--- config.mk ---
export PLATFORM = sky130hd
export DESIGN_NAME = mem_resp_pipe
export DESIGN_NICKNAME = d
export VERILOG_FILES = /design/src/rtl/mem_resp_pipe.sv
export SDC_FILE = /design/constraint.sdc
export NUM_CORES = 2
export LEC_CHECK = 0
export CAP_MARGIN = 25
export CORE_UTILIZATION = 57
export CTS_CLUSTER_SIZE = 20
export DETAILED_ROUTE_END_ITERATION = 6
export DONT_BUFFER_PORTS = 1
export GPL_ROUTABILITY_DRIVEN = 0
export PLACE_DENSITY = 0.77
export SLEW_MARGIN = 0
export SYNTH_ARGS = -nofsm -noshare
export SYNTH_HDL_FRONTEND = slang
export SYNTH_MEMORY_MAX_BITS = 65536
export SYNTH_SLANG_ARGS = --single-unit
--- constraint.sdc ---
create_clock -name clk -period 3.55 [get_ports clk]
set_input_delay 0.8875 -clock clk [delete_from_list [all_inputs] [get_ports clk]]
set_output_delay 0.8875 -clock clk [all_outputs]
set_load 0.05 [all_outputs]
--- src/rtl/mem_resp_pipe.sv ---
// mem_resp_pipe: word memory with a fixed-latency, fully pipelined read-return path.
// Define MEM_RESP_HAZARD_CHK_EN to add the write-over-in-flight-read hazard flag.
module mem_resp_pipe #(
   parameter int DEPTH_LOG2 = 8,
   parameter int LATENCY    = 4
) (
   input  logic        clk,
   input  logic        rst,
   input  logic        enable,
   input  logic        wr,
   input  logic [15:0] addr,
   input  logic [15:0] data_in,
   output logic [15:0] data_out,
   output logic        data_valid,
   output logic [15:0] resp_addr,
   output logic        busy
`ifdef MEM_RESP_HAZARD_CHK_EN
   ,
   output logic        hazard
`endif
);

   localparam int WORDS = 2 ** DEPTH_LOG2;

   logic [15:0]           mem [WORDS];
   logic [DEPTH_LOG2-1:0] word_idx;
   logic                  wr_accept;
   logic                  rd_accept;
   logic [LATENCY-1:0]    pipe_valid;
   logic [15:0]           pipe_data [LATENCY];
   logic [15:0]           pipe_addr [LATENCY];

   assign word_idx  = addr[DEPTH_LOG2:1];
   assign wr_accept = enable && wr && !rst;
   assign rd_accept = enable && !wr && !rst;

   // Storage is deliberately not reset so contents survive rst.
   always_ff @(posedge clk) begin
      if (wr_accept) begin
         mem[word_idx] <= data_in;
      end
   end

   always_ff @(posedge clk) begin
      if (rst) begin
         pipe_valid <= '0;
      end else begin
         pipe_valid <= {pipe_valid[LATENCY-2:0], rd_accept};
      end
   end

   // Stage 0 snapshots the word at the accept edge; later writes cannot alter it.
   always_ff @(posedge clk) begin
      pipe_data[0] <= mem[word_idx];
      pipe_addr[0] <= addr;
      for (int i = 1; i < LATENCY; i++) begin
         pipe_data[i] <= pipe_data[i-1];
         pipe_addr[i] <= pipe_addr[i-1];
      end
   end

   assign data_valid = pipe_valid[LATENCY-1];
   assign data_out   = data_valid ? pipe_data[LATENCY-1] : 16'h0000;
   assign resp_addr  = data_valid ? pipe_addr[LATENCY-1] : 16'h0000;
   assign busy       = |pipe_valid;

`ifdef MEM_RESP_HAZARD_CHK_EN
   logic hazard_match;

   always_comb begin
      hazard_match = 1'b0;
      for (int i = 0; i < LATENCY; i++) begin
         if (pipe_valid[i] && (pipe_addr[i][DEPTH_LOG2:1] == word_idx)) begin
            hazard_match = 1'b1;
         end
      end
   end

   always_ff @(posedge clk) begin
      if (rst) begin
         hazard <= 1'b0;
      end else begin
         hazard <= wr_accept && hazard_match;
      end
   end
`endif

endmodule

==> metrics.md <==
| Metric | Value |
|---|---|
| Status | `complete, but fails checks` |
| Violations in the final reports | `max-slew violations, negative setup slack` |
| Hold Path Sink | `pipe_valid[3]$_SDFF_PP0_` |
| Placed Area | `about 170000 um^2` |
| Root buffer cell | `clkbuf_16` |
| Syn avg cell area | `23.0 um^2` |
| Fin Hold WS | `about 0.044 ns` |
| CP peak stage delay | `0.60 ns` |
| Cell taking the most area after synthesis | `edfxtp_1` |
| NumNets Final | `around 7500` |
| Critical path, cell by cell | `buf_16 > buf_16 > bufbuf_16 > mux4_2 > a22oi_1 > a21oi_1 > o41ai_4 > buf_4 > nand4_1` |
| FP Rows | `192` |
| Critical Path AT | `4.34 ns` |
| DP Cell Count | `10700` |
| Post-synth top flop | `edfxtp_1` |
| CP Capture Type | `flop` |
| R2R setup slack | `0.86 ns` |
| VDD IR-drop max | `0.380 mV` |
| FF-to-FF End | `pipe_data[0][8]$_DFF_P_` |
| Final Cycle Share | `1.00` |
| Clock skew | `about 0.063 ns` |
| Sequential fraction of the synthesis area | `0.797` |
| Congestion Overflow GR | `0` |
| Final Non-Filler Cells | `around 12000` |
| HPWL Detailed | `213 mm` |
| Final Hold Fails | `0` |
| Initial core utilization | `0.575` |
| EDFF count, synth | `4096` |
| Core box area | `274000 um^2` |
| Relative slew slack | `-0.0217` |
| First-pass GRT wire length | `600 mm` |
| Total number of yosys warnings | `0` |
| Hold wc startpoint | `rst` |
| Share of the synthesized area in the top cell type | `0.780` |
| GR peak layer | `met2` |
| Routed WL | `428 mm` |
| Leak Pwr | `roughly 57 nW` |
| Max-cap violations | `0` |
| Vias per std cell | `6.98` |
| Die Y | `~530 um` |
| Slowest stage cell, crit path | `o41ai_4` |
| Final antenna-violating net count | `0` |
| Most instantiated library cell after synthesis | `edfxtp_1` |
| Crit Path Class | `in2reg` |
| Largest net degree at the start of global routing | `about 260` |
| Num CTS Buffers | `398` |
| Total number of vias | `80400` |
| I/O Buffers | `0` |
| Mapped Area | `158000 um^2` |
| Drt first pass iters | `6` |
| Share of cells above drive strength 1 | `0.293` |
| Total GRT Usage | `0.305` |
| Dominant cells by area after synthesis | `edfxtp_1, mux4_2, a22oi_1, dfxtp_1, a21oi_1` |
| Slew @ Worst Pin | `between 1.5 and 2 ns` |
| Max Clk Rate | `around 0.28 GHz` |
| Setup violations, final | `1` |
| Die Wd | `528 um` |
| Die area | `279000 um^2` |
| Met3 GRT Util | `0.0790` |
| Met1 usage | `0.397` |
| Ports | `70` |
| Cell Pwr Density | `between 500 and 600 nW/um^2` |
| Post-route DRC | `0` |
| Dpl ws | `-2.28 ns` |
| Syn_nets | `6899` |
| Synth Register Bits | `4228` |
| Asr flop ratio synth | `0` |
| Final min period | `around 3.6 ns` |
| DR iter-0 viols | `around 14000` |
| Clk buf depth | `4` |
| WP data required | `roughly 4.3 ns` |
| Clock Latency Late Sink | `0.94 ns` |
| Fin worst setup slack | `-0.00502 ns` |
| Worst hold path type | `in2reg` |
| Post-synthesis cell count | `approximately 6900` |
| Worst-case reg-to-reg path depth | `6` |
| Setup crit start kind | `input pin` |
| Routed len/inst | `approximately 37 um` |
| CTS clk-pin slew, worst paths | `around 0.07 ns` |
| Initial antenna violation count | `20` |
| Cell variety after synth | `24` |
| H-tree Lvls | `5` |
| Reg-to-reg critical path startpoint | `mem[223][8]$_DFFE_PP_` |
| Slew Viols, Final | `38` |
| Hold Path Cell Cnt | `1` |
| Most frequent CP cell | `buf_16` |
| CTS tree | `built` |
| Commonest cells post-synth | `edfxtp_1, mux4_2, a22oi_1` |
| Design area | `about 180000 um^2` |
| Met2 Usage GRT | `0.481` |
| Fillers | `roughly 16000` |
| P&R area growth vs syn | `15.8%` |
| CP Max Fanout | `68` |
| Clk sink count | `4228` |
| Vias in the first global route | `80900` |
cells by family (layout without fill, tap and decap cells):
family / after synthesis / after routing / synth area share
other: 0 / 13 / 0
AND/OR/NAND/NOR: 362 / 362 / 0.00984
buffers and inverters: 417 / 1364 / 0.0109
AO/OA/AOI/OAI: 832 / 832 / 0.0361
flip-flops: 4228 / 4228 / 0.797
multiplexers: 1024 / 1024 / 0.146
what timing repair did:
item | in CTS | in global routing
gates cloned | 16 | 3
setup buffers | 0 | 0
setup endpoints to repair | 2152 | 15
endpoints found under the hold margin | 14 | 0
gates resized for setup | 12 | 14
hold buffers | 14 | 0
final cells by class:
cell class                      instances  area (um^2)  share of cell area
Multi-Input combinational cell       2218        30700               0.168
Clock inverter                        261         2590              0.0142
Timing Repair Buffer                  631         8630              0.0472
Inverter                                1         3.75           0.0000206
Sequential cell                      4228       126000               0.688
Antenna cell                           13         32.5            0.000178
Tap cell                             3686         4610              0.0253
Clock buffer                          471        10400              0.0572
per-stage QoR:
stage	setup TNS, ns	total power [W]	utilization
6_report	-0.00502	0.102	0.666
2_1_floorplan	0	0.0582	-
3_3_place_gp	-4254.32	0.0594	0.615
3_5_place_dp	-4204.55	0.0594	0.615
5_1_grt	-0.00686	0.104	0.666
4_1_cts	0	0.102	0.665
where the power goes:
| group | internal, W | switching [W] | leakage [nW] |
|---|---|---|---|
| clock network | 0.0245 | 0.0186 | 6.38 |
| logic | 0.00161 | 0.00211 | 12.7 |
| registers | 0.0549 | 0.000117 | 37.9 |
worst max path at each step:
stage	from	end	slack (ns)	cells past startpoint
after floorplan	addr[2]	mem[218][0]$_DFFE_PP_	0.07	7
after global placement	addr[1]	pipe_data[0][5]$_DFF_P_	-2.29	9
after detailed placement	addr[1]	pipe_data[0][6]$_DFF_P_	-2.28	9
after CTS	addr[1]	pipe_data[0][12]$_DFF_P_	0.02	8
after global routing	addr[1]	pipe_data[0][14]$_DFF_P_	-0.007	9
final	addr[1]	pipe_data[0][1]$_DFF_P_	-0.005	9
layer usage:
metal  part of all wire  vias up
li1                   -    30700
met1               0.33    41800
met2               0.48     6689
met3               0.13     1173
met4              0.061       14
met5            0.00024        -
worst max-delay path, delay by kind of cell:
| kind | cells | cell delay, ns |
|---|---|---|
| mux | 1 | 0.55 |
| simple gates | 1 | 0.10 |
| compound gates | 3 | 1.15 |
| buf+inv | 4 | 1.40 |
placed cells by master (no fill, tap or decap), types with 2 or more instances in the layout:
cell           synthesis  routed
edfxtp_1            4096    4096
mux4_2              1024    1024
a22oi_1              512     512
clkbuf_16              0     408
buf_4                  6     333
a21oi_1              256     256
nor2_1               256     254
buf_12                 0     251
dfxtp_1              132     131
clkinv_2               0      88
clkinv_1               0      82
clkbuf_1             256      59
bufinv_16              0      48
o41ai_1               64      33
and2_1                34      33
o41ai_2                0      26
clkinvlp_4             0      23
buf_16                 0      18
nand2_2                0      17
nand4_1               16      16
dlygate4sd3_1          0      14
diode_2                0      13
nand2_1               29      12
bufbuf_16              0      12
inv_6                  0       8
nor2b_1               10       6
clkinv_8               0       6
clkbuf_8               0       6
o41ai_4                0       5
and3_1                 4       4
nand3_1                4       4
nor3b_1                3       3
nor2b_4                0       2
nor2b_2                0       2
inv_1                  1       2
inv_8                  0       2
state kept, by name, indices dropped and copies added, names as in the netlist:
name,cells
mem,4096
pipe_addr,64
pipe_data,64
pipe_valid,4
Power figures use the tool's default switching activity.
